[src/rtl/alu_seq_if.sv]
// ---------------------------------------------------------------------------
// alu_seq_if: request/response bundle of the sequential execute unit.
//
// Handshake: an operation is accepted on a rising clk edge where start=1 and
// busy=0 (busy acts as the inverted ready). Operation/SrcA/SrcB are sampled
// only at that edge. Each accepted operation yields exactly one cycle of
// done=1; ALUResult/BrTaken/Illegal are valid in that cycle and then held
// until the next completion.
//
// Signals:
//   start      master->slave  request
//   Operation  master->slave  4-bit operation code
//   SrcA       master->slave  operand A (PC for jal)
//   SrcB       master->slave  operand B (immediate for lui, shamt in low bits)
//   busy       slave->master  operation in flight, start ignored
//   done       slave->master  one-cycle completion pulse
//   ALUResult  slave->master  result, held between completions
//   BrTaken    slave->master  branch condition, held like ALUResult
//   Illegal    slave->master  completed code was the unused code 1001
//   state_dbg  slave->master  FSM state (0 = IDLE, 1 = SHIFT)
// ---------------------------------------------------------------------------
interface alu_seq_if #(
    parameter int DATA_WIDTH = 32
);
    logic                  start;
    logic [3:0]            Operation;
    logic [DATA_WIDTH-1:0] SrcA;
    logic [DATA_WIDTH-1:0] SrcB;
    logic                  busy;
    logic                  done;
    logic [DATA_WIDTH-1:0] ALUResult;
    logic                  BrTaken;
    logic                  Illegal;
    logic                  state_dbg;

    modport master (
        output start, Operation, SrcA, SrcB,
        input  busy, done, ALUResult, BrTaken, Illegal, state_dbg
    );

    modport slave (
        input  start, Operation, SrcA, SrcB,
        output busy, done, ALUResult, BrTaken, Illegal, state_dbg
    );
endinterface

[src/rtl/alu_seq.sv]
// ---------------------------------------------------------------------------
// alu_seq: sequential execute unit for the RISC-V datapath.
//
// Arithmetic, logic, compare, branch, lui and jal codes complete one cycle
// after acceptance. Shifts use an iterative one-bit-per-cycle shifter
// (latency shamt+1), unless ALU_SEQ_FAST_SHIFT_EN is defined, in which case a
// barrel shifter gives every code latency 1, busy stays 0 and no SHIFT state
// exists. Results are identical in both builds.
//
// Ports:
//   clk    rising-edge clock
//   reset  asynchronous active-low reset; aborts an in-flight shift, no done
//   bus    alu_seq_if.slave (start/Operation/SrcA/SrcB in,
//          busy/done/ALUResult/BrTaken/Illegal/state_dbg out)
//
// All outputs come straight from registers.
// ---------------------------------------------------------------------------
module alu_seq #(
    parameter int DATA_WIDTH = 32
) (
    input  logic     clk,
    input  logic     reset,
    alu_seq_if.slave bus
);
    localparam int SHW = $clog2(DATA_WIDTH);

    localparam logic [3:0] OP_ADD = 4'b0000;
    localparam logic [3:0] OP_SUB = 4'b0001;
    localparam logic [3:0] OP_XOR = 4'b0010;
    localparam logic [3:0] OP_OR  = 4'b0011;
    localparam logic [3:0] OP_AND = 4'b0100;
    localparam logic [3:0] OP_SLT = 4'b0101;
    localparam logic [3:0] OP_SRA = 4'b0110;
    localparam logic [3:0] OP_SRL = 4'b0111;
    localparam logic [3:0] OP_SLL = 4'b1000;
    localparam logic [3:0] OP_BNE = 4'b1010;
    localparam logic [3:0] OP_BLT = 4'b1011;
    localparam logic [3:0] OP_BGE = 4'b1100;
    localparam logic [3:0] OP_BEQ = 4'b1101;
    localparam logic [3:0] OP_LUI = 4'b1110;
    localparam logic [3:0] OP_JAL = 4'b1111;

    logic [SHW-1:0]        shamt;
    logic [DATA_WIDTH-1:0] comb_res;
    logic                  comb_br;
    logic                  comb_ill;
    logic [DATA_WIDTH-1:0] res_q;
    logic                  br_q;
    logic                  ill_q;
    logic                  done_q;
    logic                  busy;

    assign shamt = bus.SrcB[SHW-1:0];

    // Single-cycle result for everything the unit can finish at acceptance.
    always_comb begin
        comb_res = '0;
        comb_br  = 1'b0;
        comb_ill = 1'b0;
        case (bus.Operation)
            OP_ADD: comb_res = bus.SrcA + bus.SrcB;
            OP_SUB: comb_res = bus.SrcA - bus.SrcB;
            OP_XOR: comb_res = bus.SrcA ^ bus.SrcB;
            OP_OR:  comb_res = bus.SrcA | bus.SrcB;
            OP_AND: comb_res = bus.SrcA & bus.SrcB;
            OP_SLT: comb_res = {{(DATA_WIDTH-1){1'b0}},
                                ($signed(bus.SrcA) < $signed(bus.SrcB))};
`ifdef ALU_SEQ_FAST_SHIFT_EN
            OP_SRA: comb_res = $unsigned($signed(bus.SrcA) >>> shamt);
            OP_SRL: comb_res = bus.SrcA >> shamt;
            OP_SLL: comb_res = bus.SrcA << shamt;
`else
            // Only used when shamt is zero; longer shifts go through SHIFT.
            OP_SRA, OP_SRL, OP_SLL: comb_res = bus.SrcA;
`endif
            OP_BNE: begin
                comb_br  = (bus.SrcA != bus.SrcB);
                comb_res = {{(DATA_WIDTH-1){1'b0}}, comb_br};
            end
            OP_BLT: begin
                comb_br  = ($signed(bus.SrcA) < $signed(bus.SrcB));
                comb_res = {{(DATA_WIDTH-1){1'b0}}, comb_br};
            end
            OP_BGE: begin
                comb_br  = ($signed(bus.SrcA) >= $signed(bus.SrcB));
                comb_res = {{(DATA_WIDTH-1){1'b0}}, comb_br};
            end
            OP_BEQ: begin
                comb_br  = (bus.SrcA == bus.SrcB);
                comb_res = {{(DATA_WIDTH-1){1'b0}}, comb_br};
            end
            OP_LUI: comb_res = bus.SrcB;
            OP_JAL: comb_res = bus.SrcA + DATA_WIDTH'(4);
            default: comb_ill = 1'b1;   // 1001, the unused code
        endcase
    end

`ifndef ALU_SEQ_FAST_SHIFT_EN
    typedef enum logic {
        S_IDLE  = 1'b0,
        S_SHIFT = 1'b1
    } state_t;

    state_t                state;
    state_t                state_n;
    logic                  is_shift;
    logic [DATA_WIDTH-1:0] sh_reg;
    logic [DATA_WIDTH-1:0] sh_next;
    logic [SHW-1:0]        cnt;
    logic [3:0]            sh_op;

    assign is_shift = (bus.Operation == OP_SRA) || (bus.Operation == OP_SRL) ||
                      (bus.Operation == OP_SLL);

    // State register.
    always_ff @(posedge clk or negedge reset) begin
        if (!reset) begin
            state <= S_IDLE;
        end else begin
            state <= state_n;
        end
    end

    // Next-state logic.
    always_comb begin
        state_n = state;
        case (state)
            S_IDLE: begin
                if (bus.start && is_shift && (shamt != '0)) begin
                    state_n = S_SHIFT;
                end
            end
            S_SHIFT: begin
                if (cnt == SHW'(1)) begin
                    state_n = S_IDLE;
                end
            end
            default: state_n = S_IDLE;
        endcase
    end

    // State-derived outputs.
    always_comb begin
        busy = (state == S_SHIFT);
    end

    assign bus.state_dbg = state;

    // One-bit step of the latched shift operation.
    always_comb begin
        case (sh_op)
            OP_SLL:  sh_next = {sh_reg[DATA_WIDTH-2:0], 1'b0};
            OP_SRL:  sh_next = {1'b0, sh_reg[DATA_WIDTH-1:1]};
            default: sh_next = {sh_reg[DATA_WIDTH-1], sh_reg[DATA_WIDTH-1:1]};
        endcase
    end

    // Datapath and result registers.
    always_ff @(posedge clk or negedge reset) begin
        if (!reset) begin
            sh_reg <= '0;
            cnt    <= '0;
            sh_op  <= OP_ADD;
            res_q  <= '0;
            br_q   <= 1'b0;
            ill_q  <= 1'b0;
            done_q <= 1'b0;
        end else begin
            done_q <= 1'b0;
            if (state == S_SHIFT) begin
                sh_reg <= sh_next;
                cnt    <= cnt - SHW'(1);
                // The last step writes the fully shifted value directly.
                if (cnt == SHW'(1)) begin
                    res_q  <= sh_next;
                    br_q   <= 1'b0;
                    ill_q  <= 1'b0;
                    done_q <= 1'b1;
                end
            end else if (bus.start) begin
                if (is_shift && (shamt != '0)) begin
                    sh_reg <= bus.SrcA;
                    cnt    <= shamt;
                    sh_op  <= bus.Operation;
                end else begin
                    res_q  <= comb_res;
                    br_q   <= comb_br;
                    ill_q  <= comb_ill;
                    done_q <= 1'b1;
                end
            end
        end
    end
`else
    // Barrel-shifter build: every code completes at acceptance.
    assign busy          = 1'b0;
    assign bus.state_dbg = 1'b0;

    always_ff @(posedge clk or negedge reset) begin
        if (!reset) begin
            res_q  <= '0;
            br_q   <= 1'b0;
            ill_q  <= 1'b0;
            done_q <= 1'b0;
        end else begin
            done_q <= 1'b0;
            if (bus.start) begin
                res_q  <= comb_res;
                br_q   <= comb_br;
                ill_q  <= comb_ill;
                done_q <= 1'b1;
            end
        end
    end
`endif

    assign bus.busy      = busy;
    assign bus.done      = done_q;
    assign bus.ALUResult = res_q;
    assign bus.BrTaken   = br_q;
    assign bus.Illegal   = ill_q;

endmodule
[src/flat_wrapper.sv]
// flat-port wrapper written by rule: the top's interface ports become plain ports
module alu_seq_flat 
#(
    parameter int DATA_WIDTH = 32
)
  (clk, reset, bus_start, bus_Operation, bus_SrcA, bus_SrcB, bus_busy, bus_done, bus_ALUResult, bus_BrTaken, bus_Illegal, bus_state_dbg);
  alu_seq_if #(.DATA_WIDTH(DATA_WIDTH)) bus_i ();
  input  logic clk;
  input  logic reset;
  input wire logic [$bits(bus_i.start)-1:0] bus_start;
  input wire logic [$bits(bus_i.Operation)-1:0] bus_Operation;
  input wire logic [$bits(bus_i.SrcA)-1:0] bus_SrcA;
  input wire logic [$bits(bus_i.SrcB)-1:0] bus_SrcB;
  output wire logic [$bits(bus_i.busy)-1:0] bus_busy;
  output wire logic [$bits(bus_i.done)-1:0] bus_done;
  output wire logic [$bits(bus_i.ALUResult)-1:0] bus_ALUResult;
  output wire logic [$bits(bus_i.BrTaken)-1:0] bus_BrTaken;
  output wire logic [$bits(bus_i.Illegal)-1:0] bus_Illegal;
  output wire logic [$bits(bus_i.state_dbg)-1:0] bus_state_dbg;
  assign bus_i.start = bus_start;
  assign bus_i.Operation = bus_Operation;
  assign bus_i.SrcA = bus_SrcA;
  assign bus_i.SrcB = bus_SrcB;
  assign bus_busy = bus_i.busy;
  assign bus_done = bus_i.done;
  assign bus_ALUResult = bus_i.ALUResult;
  assign bus_BrTaken = bus_i.BrTaken;
  assign bus_Illegal = bus_i.Illegal;
  assign bus_state_dbg = bus_i.state_dbg;
  alu_seq #(.DATA_WIDTH(DATA_WIDTH)) u_core (.clk(clk), .reset(reset), .bus(bus_i));
endmodule
[config.mk]
export PLATFORM = sky130hd
export DESIGN_NAME = alu_seq_flat
export DESIGN_NICKNAME = d
export VERILOG_FILES = /design/src/rtl/alu_seq_if.sv /design/src/rtl/alu_seq.sv /design/src/flat_wrapper.sv
export SDC_FILE = /design/constraint.sdc
export NUM_CORES = 1
export LEC_CHECK = 0
export ABC_AREA = 1
export CAP_MARGIN = 5
export CORE_MARGIN = 5
export CORE_UTILIZATION = 60
export CTS_CLUSTER_DIAMETER = 120
export CTS_CLUSTER_SIZE = 30
export DETAILED_ROUTE_END_ITERATION = 12
export PLACE_DENSITY_LB_ADDON = 0.3
export SETUP_SLACK_MARGIN = 0.02
export SYNTH_ARGS = -nofsm -noshare
export SYNTH_HDL_FRONTEND = slang
export SYNTH_SLANG_ARGS = --single-unit
[constraint.sdc]
create_clock -name clk -period 1.9 [get_ports clk]
set_input_delay 0.285 -clock clk [delete_from_list [all_inputs] [get_ports clk]]
set_output_delay 0.285 -clock clk [all_outputs]
set_load 0.02 [all_outputs]
==> flow_metrics.env, run 1 <==
export IMPL_synthFlopType="dfrtp_1"
export IMPL_yosys_area_top_type="dfrtp_1"
export IMPL_syn_nets=2018
export IMPL_netlist_cell_type_count=60
export IMPL_synth_edf_count=0
export IMPL_synth_top_area_share_pct=17.41
export IMPL_clockBufferDepth=2
export IMPL_post_place_ws_ns=-1.135
export IMPL_cts_root_buf="clkbuf_16"
export IMPL_clock_sinks=77
export IMPL_hpwl_mm=47.33
export IMPL_synthTopCellsByCount="nand2_1, nor2_1, inv_1"
export IMPL_yosys_warnings=0
export IMPL_die_h_um=145.8
export IMPL_post_cts_setup_buffers=90
export IMPL_cts_hold_fix_buffers=1
export IMPL_fp_row_count=49
export IMPL_avgSynthCellArea_um2=6.005
export IMPL_place_gp_congestion=1.213
export IMPL_ys_seq_area_share_pct=17.41
export IMPL_synth_area_top_cells="dfrtp_1, nand2_1, ha_1"
export IMPL_initial_core_util_pct=61.19
export IMPL_fp_dieW_um=145.8
export IMPL_netlist_instances=1843
export IMPL_synth_area_um2=11070
export IMPL_cts_resized=785
export IMPL_numCtsBuffers=9
export IMPL_ios=108
export IMPL_ys_seq_elements=77
export IMPL_htreeDepth=3
export IMPL_io_buffers=107
export IMPL_haltStage="clock tree synthesis (4_1_cts)"
export IMPL_async_flop_share_pct=100.0
export IMPL_firstError="[ERROR DPL-0038] Utilization greater than 100%, impossible to legalize"
export IMPL_synth_most_common_cell="nand2_1"
export IMPL_outcome="did not finish"
export IMPL_placedCellCount=2545
[per-stage QoR]
| stage | hold slack (ns) | cell area, um2 |
|---|---|---|
| 3_3_place_gp | 0.2463 | 15950 |
| 2_1_floorplan | -0.01059 | 11550 |
| 3_5_place_dp | 0.2478 | 15950 |
[cell families after synthesis]
kind of cell,count (synthesis),synth area share [%]
adder cells (fa/ha/maj),104,11.89
AND/OR/NAND/NOR,923,36.33
XOR/XNOR,3,0.2375
AO/OA/AOI/OAI,431,22.67
buffers and inverters,305,11.46
flip-flops,77,17.41
==> run 2, diff against run 1 <==
- CORE_UTILIZATION: 60 -> 40
- CTS_CLUSTER_DIAMETER: 120 -> not set
- CTS_CLUSTER_SIZE: 30 -> not set
- PLACE_DENSITY_LB_ADDON: 0.3 -> 0.15
- SETUP_SLACK_MARGIN: 0.02 -> not set
==> run 2 against run 1 <==
The flow now finishes, with violations (negative setup slack). Area after synthesis unchanged. Synthesized cell count unchanged.
==> flow_metrics.env, run 2 <==
export IMPL_startpoint_type="primary input"
export IMPL_whs_path_depth=4
export IMPL_grt_max_degree=54
export IMPL_finalCriticalPeriod_ns=2.107
export IMPL_setup_viol=27
export IMPL_antenna_left=0
export IMPL_post_drt_wl_per_cell_um=23.01
export IMPL_ir_worst_vdd_v=0.0005346
export IMPL_ys_seq_elements=77
export IMPL_mostFrequentLayoutCells="buf_4, nand2_1, nor2_1, inv_1, nand3_1"
export IMPL_drc=0
export IMPL_cp_max_fo=4
export IMPL_syn_nets=2018
export IMPL_violations="negative setup slack"
export IMPL_cp_slowest_cell="fa_2"
export IMPL_finalInstanceArea_um2=21170
export IMPL_finalNetCount=2724
export IMPL_die_h_um=176.3
export IMPL_cp_top_family="simple AND/OR/NAND/NOR gates"
export IMPL_timing_critical_path_buf_inv=5
export IMPL_clk_pin_slew_worst_paths_ns=0.07
export IMPL_drtIter0Drc=2401
export IMPL_final_common_cell="buf_4"
export IMPL_synth_area_um2=11070
export IMPL_slew_headroom_pct=64.56
export IMPL_cts_root_buf="clkbuf_16"
export IMPL_ys_seq_area_share_pct=17.41
export IMPL_leakagePower_nw=9.718
export IMPL_tritoncts="built"
export IMPL_clock_latency_ns=0.34
export IMPL_arrival_ns=2.33
export IMPL_setup_slack_ns=-0.2070
export IMPL_avgSynthCellArea_um2=6.005
export IMPL_yosys_area_top_type="dfrtp_1"
export IMPL_crit_required_ns=2.12
export IMPL_fin_skew_ns=0.01434
export IMPL_clockBufferDepth=2
export IMPL_critical_path_max_stage_delay_ns=0.38
export IMPL_grt_overflow=0
export IMPL_htreeDepth=3
export IMPL_outcome="complete, but fails checks"
export IMPL_hold_viol_final=0
export IMPL_path_depth=17
export IMPL_place_gp_congestion=1.078
export IMPL_clock_sinks=77
export IMPL_slew_viol_final=0
export IMPL_worstPathCellList="buf_6, buf_6, inv_12, ha_4, inv_4, fa_2, nand3_4, nand2_4, nand2_2, nand2_2, inv_2, o21bai_4, or2_4, nand3_2, nand4_1, nand2_1, a21oi_2"
export IMPL_netlist_instances=1843
export IMPL_synth_area_top_cells="dfrtp_1, nand2_1, ha_1"
export IMPL_io_buffers=107
export IMPL_firstDrtPassIters=6
export IMPL_groute_usage_overall_pct=39.25
export IMPL_grt_pass1_wl_mm=93.91
export IMPL_synthFlopType="dfrtp_1"
export IMPL_dieArea_um2=31090
export IMPL_power_w=0.01541
export IMPL_fp_dieW_um=176.3
export IMPL_hold_class="in2reg"
export IMPL_async_flop_share_pct=100.0
export IMPL_initial_core_util_pct=40.84
export IMPL_ios=108
export IMPL_crit_type="in2reg"
export IMPL_via_count=17335
export IMPL_area_delta_synth_final_pct=91.26
export IMPL_fin_crit_sh_pct=110.9
export IMPL_fmax_mhz=474.6
export IMPL_synth_top_area_share_pct=17.41
export IMPL_tightest_slew_ns=0.5276
export IMPL_routed_wl_mm=67.33
export IMPL_antenna_found_initial=3
export IMPL_netlist_cell_type_count=60
export IMPL_core_area_um2=27100
export IMPL_numCtsBuffers=9
export IMPL_grt_pass1_vias=16287
export IMPL_cp_end_kind="flop"
export IMPL_reg2reg_depth=9
export IMPL_fp_row_count=60
export IMPL_antenna_cells=0
export IMPL_power_density_nw_per_um2=727.9
export IMPL_synth_most_common_cell="nand2_1"
export IMPL_rsz0062_at_grt="yes"
export IMPL_synthTopCellsByCount="nand2_1, nor2_1, inv_1"
export IMPL_synth_edf_count=0
export IMPL_drive_gt1_share_pct=54.78
export IMPL_vias_per_cell=5.924
export IMPL_maxCapViolations=0
export IMPL_setup_tns_final_ns=-3.132
export IMPL_placed_area_um2=16770
export IMPL_yosys_warnings=0
export IMPL_hpwl_mm=49.32
run 2: what timing repair did:
item                                    4_1_cts  5_1_grt
gates resized for setup                     666      459
hold buffers                                  1        0
endpoints found under the setup margin       77       61
cloned                                        2        3
pin swaps                                   173      197
hold endpoints to repair                     25        0
setup buffers                                87       51
run 2: path summary, 6_finish.rpt:
| kind | to | slack [ns] | startpoint |
|---|---|---|---|
| setup reg to reg | u_core.bus.ALUResult[31]$_DFFE_PN0P_ | -0.13 | u_core.sh_op[2]$_DFFE_PN0P_ |
| hold / removal | u_core.cnt[1]$_DFFE_PN0P_ | 0.31 | bus_SrcB[1] |
| setup / recovery | u_core.bus.ALUResult[12]$_DFFE_PN0P_ | -0.21 | bus_SrcA[0] |
| max in group asynchronous | u_core.bus.ALUResult[13]$_DFFE_PN0P_ | 0.91 | reset |
| hold reg to reg | u_core.bus.Illegal$_DFFE_PN0P_ | 0.48 | u_core.bus.Illegal$_DFFE_PN0P_ |
| min in group asynchronous | u_core.cnt[2]$_DFFE_PN0P_ | 0.43 | reset |
run 2: final cells by class:
cell class,count,area [um2]
clock buffer,10,229.0
inverter,238,1022
tap,372,465.4
timing repair buffer,760,6415
fill,1943,5934
multi-input combinational,1461,11020
sequential,77,1928
clock inverter,6,71.32
timing repair inverter,2,15.01
run 2: cell families (layout without fill, tap and decap cells):
kind of cell / Yosys count / in the layout / share of synthesized area [%]
DFF: 77 / 77 / 17.41
AOI/OAI and AO/OA: 431 / 431 / 22.67
adders and majority gates: 104 / 104 / 11.89
xor gates and xnor gates: 3 / 3 / 0.2375
and+or+nand+nor: 923 / 923 / 36.33
buffers and inverters: 305 / 1016 / 11.46
run 2: stage by stage:
| stage | worst slack (ns) | hold slack [ns] | util, % | instances |
|---|---|---|---|---|
| after global placement | -1.154 | 0.2242 | 61.89 | 2771 |
| after detailed placement | -1.203 | 0.2264 | 61.89 | 2771 |
| after global routing | -0.2857 | 0.3278 | 78.10 | 2926 |
| final | -0.2070 | 0.3081 | 78.10 | 2926 |
| after floorplan | -0.006384 | -0.01059 | - | 1843 |
| after CTS | -0.1820 | 0.2922 | 71.41 | 2873 |
run 2: per-layer routing:
metal  GRT usage (%)  share of wire [%]
met1           54.99                 39
met2           60.91                 43
met5               0              0.019
met4           12.38                5.2
met3           7.859                 13
run 2: worst min-delay path, delay by kind of cell:
family	cells	cell delay [ns]
AOI/OAI and AO/OA	1	0.06
buffers and inverters	2	0.21
and+or+nand+nor	1	0.05
run 2: power by group:
part	total [W]	switching (W)	internal (W)	leakage [nW]
Clock	0.00184	0.000808	0.00103	0.140
Combinational	0.0106	0.00613	0.00443	8.66
Sequential	0.00301	0.000563	0.00245	0.922
(Power assumes the default switching activity.)
